**config.mk**
```make
export PLATFORM = sky130hd
export DESIGN_NAME = load_unit
export DESIGN_NICKNAME = d
export VERILOG_FILES = /design/src/rtl/load_pkg.sv /design/src/rtl/load_align_ext.sv /design/src/rtl/load_unit.sv
export SDC_FILE = /design/constraint.sdc
export NUM_CORES = 1
export LEC_CHECK = 0
export ABC_AREA = 1
export BUFFER_PORTS_ARGS = -buffer_cell sky130_fd_sc_hd__buf_2
export CAP_MARGIN = 5
export CORE_MARGIN = 2
export CORE_UTILIZATION = 55
export CTS_CLUSTER_SIZE = 14
export DETAILED_ROUTE_END_ITERATION = 7
export PLACE_DENSITY = 0.81
export RECOVER_POWER = 25
export SYNTH_ARGS = -nofsm -noshare
export SYNTH_HDL_FRONTEND = slang
export SYNTH_SLANG_ARGS = --single-unit
export TNS_END_PERCENT = 50
```
**constraint.sdc**
```tcl
create_clock -name clk -period 3.63 [get_ports clk]
set_clock_uncertainty 0.05 [all_clocks]
set_input_delay 0.5445 -clock clk [delete_from_list [all_inputs] [get_ports clk]]
set_output_delay 0.5445 -clock clk [all_outputs]
set_load 0.02 [all_outputs]
```
**src/rtl/load_pkg.sv**
```systemverilog
// Shared definitions for the load path: funct3 codes, FSM state encoding
// and access-size decode.
package load_pkg;

    localparam logic [2:0] F3_LB  = 3'b000;
    localparam logic [2:0] F3_LH  = 3'b001;
    localparam logic [2:0] F3_LW  = 3'b010;
    localparam logic [2:0] F3_LD  = 3'b011;
    localparam logic [2:0] F3_LBU = 3'b100;
    localparam logic [2:0] F3_LHU = 3'b101;
    localparam logic [2:0] F3_LWU = 3'b110;

    typedef enum logic [2:0] {
        S_IDLE  = 3'd0,
        S_REQ0  = 3'd1,
        S_WAIT0 = 3'd2,
        S_REQ1  = 3'd3,
        S_WAIT1 = 3'd4,
        S_RESP  = 3'd5
    } state_t;

    // Access size in bytes; 0 for codes that are never a load.
    function automatic logic [3:0] f3_size(input logic [2:0] f3);
        case (f3)
            F3_LB, F3_LBU:  return 4'd1;
            F3_LH, F3_LHU:  return 4'd2;
            F3_LW, F3_LWU:  return 4'd4;
            F3_LD:          return 4'd8;
            default:        return 4'd0;
        endcase
    endfunction

    // LWU and LD only exist on a 64-bit datapath.
    function automatic logic f3_legal(input logic [2:0] f3, input int xlen);
        case (f3)
            F3_LB, F3_LBU, F3_LH, F3_LHU, F3_LW: return 1'b1;
            F3_LWU, F3_LD:                       return (xlen == 64);
            default:                             return 1'b0;
        endcase
    endfunction

endpackage

```
**src/rtl/load_align_ext.sv**
```systemverilog
// Combinational load formatter: stitches two memory beats, shifts the
// addressed bytes down to bit 0 and sign- or zero-extends them.
module load_align_ext
    import load_pkg::*;
#(
    parameter int XLEN = 32
) (
    input  logic [XLEN-1:0]             beat0,
    input  logic [XLEN-1:0]             beat1,
    input  logic [$clog2(XLEN/8)-1:0]   off,
    input  logic [2:0]                  funct3,
    output logic [XLEN-1:0]             result
);

    logic [2*XLEN-1:0]  both;
    logic [XLEN-1:0]    win;
    logic signed [7:0]  byte_s;
    logic signed [15:0] half_s;
    logic signed [31:0] word_s;

    assign both   = {beat1, beat0};
    assign win    = both[{off, 3'b000} +: XLEN];
    assign byte_s = win[7:0];
    assign half_s = win[15:0];
    assign word_s = win[31:0];

    // Extension by access type; the signed casts replicate the top data bit.
    always_comb begin
        result = win;
        case (funct3)
            F3_LB:   result = XLEN'(byte_s);
            F3_LBU:  result = XLEN'(win[7:0]);
            F3_LH:   result = XLEN'(half_s);
            F3_LHU:  result = XLEN'(win[15:0]);
            F3_LW:   result = XLEN'(word_s);
            F3_LWU:  result = XLEN'(win[31:0]);
            default: result = win;
        endcase
    end

endmodule

```
**src/rtl/load_unit.sv**
```systemverilog
// Sequential load unit: issues one or two aligned read beats per request,
// formats the result and returns it over a valid/ready handshake.
module load_unit
    import load_pkg::*;
#(
    parameter int XLEN          = 32,
    parameter bit MISALIGNED_EN = 1'b1
) (
    input  logic            clk,
    input  logic            rst,
    input  logic            req_valid,
    output logic            req_ready,
    input  logic [2:0]      req_funct3,
    input  logic [XLEN-1:0] req_addr,
    output logic            mem_req_valid,
    input  logic            mem_req_ready,
    output logic [XLEN-1:0] mem_addr,
    input  logic            mem_rvalid,
    input  logic [XLEN-1:0] mem_rdata,
    output logic            resp_valid,
    input  logic            resp_ready,
    output logic [XLEN-1:0] resp_data,
    output logic            resp_err
);

    localparam int BYTES = XLEN / 8;
    localparam int OFF_W = $clog2(BYTES);

    state_t            state, state_nxt;
    logic [2:0]        f3_q;
    logic [XLEN-1:0]   addr_q;
    logic              split_q;
    logic [XLEN-1:0]   beat0_q;

    logic [OFF_W-1:0]  off_in;
    logic [4:0]        end_in;
    logic              split_in, bad_in, accept, fill;
    logic [XLEN-1:0]   base_addr, ext_b0, ext_b1, ext_data;

    assign off_in   = req_addr[OFF_W-1:0];
    assign end_in   = 5'(off_in) + 5'(f3_size(req_funct3));
    assign split_in = end_in > 5'(BYTES);
    assign bad_in   = !f3_legal(req_funct3, XLEN) || (split_in && !MISALIGNED_EN);
    assign accept   = (state == S_IDLE) && req_valid;

    assign req_ready     = (state == S_IDLE);
    assign mem_req_valid = (state == S_REQ0) || (state == S_REQ1);
    assign resp_valid    = (state == S_RESP);
    assign base_addr     = {addr_q[XLEN-1:OFF_W], {OFF_W{1'b0}}};

    // Beat address; the second beat wraps naturally past the top of memory.
    always_comb begin
        mem_addr = '0;
        if (state == S_REQ0) mem_addr = base_addr;
        if (state == S_REQ1) mem_addr = base_addr + XLEN'(BYTES);
    end

    // State register.
    always_ff @(posedge clk) begin
        if (rst) state <= S_IDLE;
        else     state <= state_nxt;
    end

    // Next-state logic: error requests skip memory entirely.
    always_comb begin
        state_nxt = state;
        case (state)
            S_IDLE:  if (req_valid)     state_nxt = bad_in ? S_RESP : S_REQ0;
            S_REQ0:  if (mem_req_ready) state_nxt = S_WAIT0;
            S_WAIT0: if (mem_rvalid)    state_nxt = split_q ? S_REQ1 : S_RESP;
            S_REQ1:  if (mem_req_ready) state_nxt = S_WAIT1;
            S_WAIT1: if (mem_rvalid)    state_nxt = S_RESP;
            S_RESP:  if (resp_ready)    state_nxt = S_IDLE;
            default:                    state_nxt = S_IDLE;
        endcase
    end

    // Request and first-beat capture; data only, so no reset needed.
    always_ff @(posedge clk) begin
        if (accept) begin
            f3_q    <= req_funct3;
            addr_q  <= req_addr;
            split_q <= split_in;
        end
        if ((state == S_WAIT0) && mem_rvalid) beat0_q <= mem_rdata;
    end

    // The final beat is taken straight from the bus so the result registers
    // in the same cycle the data arrives.
    assign ext_b0 = (state == S_WAIT0) ? mem_rdata : beat0_q;
    assign ext_b1 = (state == S_WAIT1) ? mem_rdata : '0;
    assign fill   = mem_rvalid && (((state == S_WAIT0) && !split_q) || (state == S_WAIT1));

    load_align_ext #(.XLEN(XLEN)) u_align (
        .beat0  (ext_b0),
        .beat1  (ext_b1),
        .off    (addr_q[OFF_W-1:0]),
        .funct3 (f3_q),
        .result (ext_data)
    );

    // Response registers, loaded on entry to RESP and held until handshake.
    always_ff @(posedge clk) begin
        if (rst) begin
            resp_data <= '0;
            resp_err  <= 1'b0;
        end else if (accept && bad_in) begin
            resp_data <= '0;
            resp_err  <= 1'b1;
        end else if (fill) begin
            resp_data <= ext_data;
            resp_err  <= 1'b0;
        end
    end

endmodule

```
==> run metrics <==
DRT Wirelength=between 15000 and 20000 um; reg2reg start=state[1]$_SDFFE_PP0P_; status=finished, final reports clean; synth warn=0; Overall Global Routing Usage=0.289; IO Port Bufs=~140; Worst Max-Slew Pin Slew=just under 0.7 ns; max incr delay on CP=between 0.4 and 0.5 ns; leakage power=0.00349 uW; library cells used by synthesis=38; CTS Buf Count=9; Flop pwr share=0.334; critical path, cell by cell=nand2_1, nor2_2, buf_4, inv_1, o21ai_0, buf_2; grt ovf=0; DRT antenna net count=0; P_int=approximately 2800 uW; final setup margin=~0.84 ns; routed vias=approximately 6400; IO Pins=141; Crit path required time=approximately 3 ns; Comb pwr share=0.493; clock network power share=0.174; DIE HEIGHT=112 um; H-Tree Depth=3; mean routed wirelength per cell=about 15 um; RSZ-0062 raised after global routing=no; DP Area=just over 7000 sq um; Sink Count=between 100 and 150; Via density=between 5 and 6; vias in the first global route=between 5000 and 6000; Starting Density=0.562; MaxCap Viol Count=0; # hold bufs at CTS=0; Hold Path Cell Cnt=1; mapped cell area=between 6000 and 7000 sq um; period utilisation layout=0.770; CTS tree=done; worst hold-check path type=input pin to flip-flop; Setup Fix Bufs, Post-CTS=0; syn avg cell area=around 7.2 sq um; share of layout cells above drive strength 1=0.162; Fill cells=around 1100; Slew Limit Headroom=0.545; Pre-antenna DRT Iters=8; initial antenna violation count=0; final non-filler cell total=1153; min cycle time layout=2.79 ns; Synth Instances=about 890; Worst Path Class, Setup=flip-flop to output pin; full die area=between 10000 and 15000 sq um; Worst Setup SP=state[0]$_SDFFE_PP0P_; number of inserted diodes=0; Synth area leaders=edfxtp_1, nand2_1, dfxtp_1; startpoint types=flip-flop; Residual DRC=0; VDD IR max=0.000604 V; clk root buf=clkbuf_16; pin count of the biggest net entering global routing=60; Area Overhead vs Synth=15.3%; Synth Register Bits=104; slowest CP cell=nor2_2; post-placement cell count=1137; TNS Setup=0 ns; pre-CTS setup slack=between 1 and 1.5 ns; Bufs on Longest Clock Path=2; Hold Path Origin=req_addr[28]; most frequent cells in the layout=nand2_1, nand3_1, buf_2, nor2_1, inv_1; core footprint=11400 sq um; fin nets=between 1000 and 1500; CP Capture Type=output pin; commonest non-fill, non-tap cell in the layout=nand2_1; Reg clk slew, reported paths=roughly 0.070 ns; Sw Share=0.469; Fmax achieved=approximately 360 MHz; final instance area=7360 sq um; Reg2Reg Setup Slack=1.36 ns; Clock Latency Late Sink=about 0.36 ns; RD Place Congestion=approximately 1; initial DRC count=around 510; Final Max Tran Viols=0; Pwr Density=about 720 nW/um^2; post-synthesis sequential area ratio=0.433; Register-to-Register Path Depth=10; post_cts resized=0; DIE WIDTH=roughly 110 um; Rows=39; Final Hold Fails=0; final setup fails=0; Yosys top cell area share=0.320; critical-path maximum fanout=10; Critical Path AT=2.20 ns; first-pass GRT wire length=28800 um; Yosys top cell by area=edfxtp_1; Net Switching=2490 uW; post-DP HPWL=13200 um
## flip-flops by register name, indices dropped and copies added (netlist names)
register,count
addr_q,32
beat0_q,32
f3_q,3
resp_data,32
resp_err,1
split_q,1
state,3
## cell families after synthesis
family,Yosys count,synth area share
simple gates,534,0.360
buf+inv,138,0.0921
flops,104,0.433
compound gates,90,0.0835
xor+xnor,16,0.0219
fa+ha+maj,4,0.00901
other cells,1,0.000587
## layout make-up
type	instances	area, sq um	area share
tap	143	179	0.0243
sequential	104	2760	0.375
clock inverter	5	37.5	0.00510
multi-input combinational	646	3040	0.413
inverter	93	349	0.0474
timing repair buffer	151	757	0.103
clock buffer	11	233	0.0316
## worst paths after layout
check | endpoint
hold reg to reg | resp_err$_SDFFE_PP0P_
setup reg to reg | resp_data[19]$_SDFFE_PP0P_
setup / recovery | mem_addr[2]
hold / removal | addr_q[28]$_DFFE_PP_
## critical path, delay by kind of cell (launching register included)
kind,cells,cell delay (ns)
AND/OR/NAND/NOR,2,0.72
buffers and inverters,3,0.52
flip-flops,1,0.41
AO/OA/AOI/OAI,1,0.19
## power by group through the flow
stage | Sequential [uW] | Clock (uW) | Combinational [uW]
floorplan | 1860 | 0 | 1810
global placement | 1790 | 0 | 2590
detailed placement | 1800 | 0 | 2600
CTS | 1770 | 932 | 2600
global route | 1810 | 979 | 2900
finish | 1770 | 922 | 2620
## synth_stat cells
cell and n:
nand2_1 258, nand3_1 127, nor2_1 98, inv_1 90
edfxtp_1 68, o21ai_0 41, dfxtp_1 36, o211ai_1 24
buf_2 23, nor3_1 21, a21oi_1 16, clkbuf_1 11
xor2_1 10, nand4_1 8, buf_4 7, nor2_2 7
xnor2_1 6, nand2_2 5, ha_1 3, inv_2 3
nand3_2 3, buf_1 2, buf_6 2, nand3b_1 2
o22ai_1 2, o31ai_1 2, a211oi_1 1, a22oi_1 1
conb_1 1, fa_1 1, nand2_4 1, nand3_4 1
nor2_4 1, nor3b_1 1, o21a_1 1, o21ai_2 1
o221ai_1 1, or2_1 1
## per-stage QoR
stage                     utilization  total power, uW  hold WS, ns
final                           0.648             5310        0.312
after detailed placement        0.626             4390        0.401
after global placement          0.626             4380        0.404
after floorplan                     -             3670        0.480
after global routing            0.648             5690        0.301
after CTS                       0.650             5310        0.302
## metal layers
layer  vias up  global-route usage  part of all wire
li1       3156                   -                 -
met2       278               0.476              0.47
met1      2924               0.376              0.42
met5         -                   0                 0
met4         0               0.114             0.030
met3        33              0.0593             0.073
(Power assumes the default switching activity.)
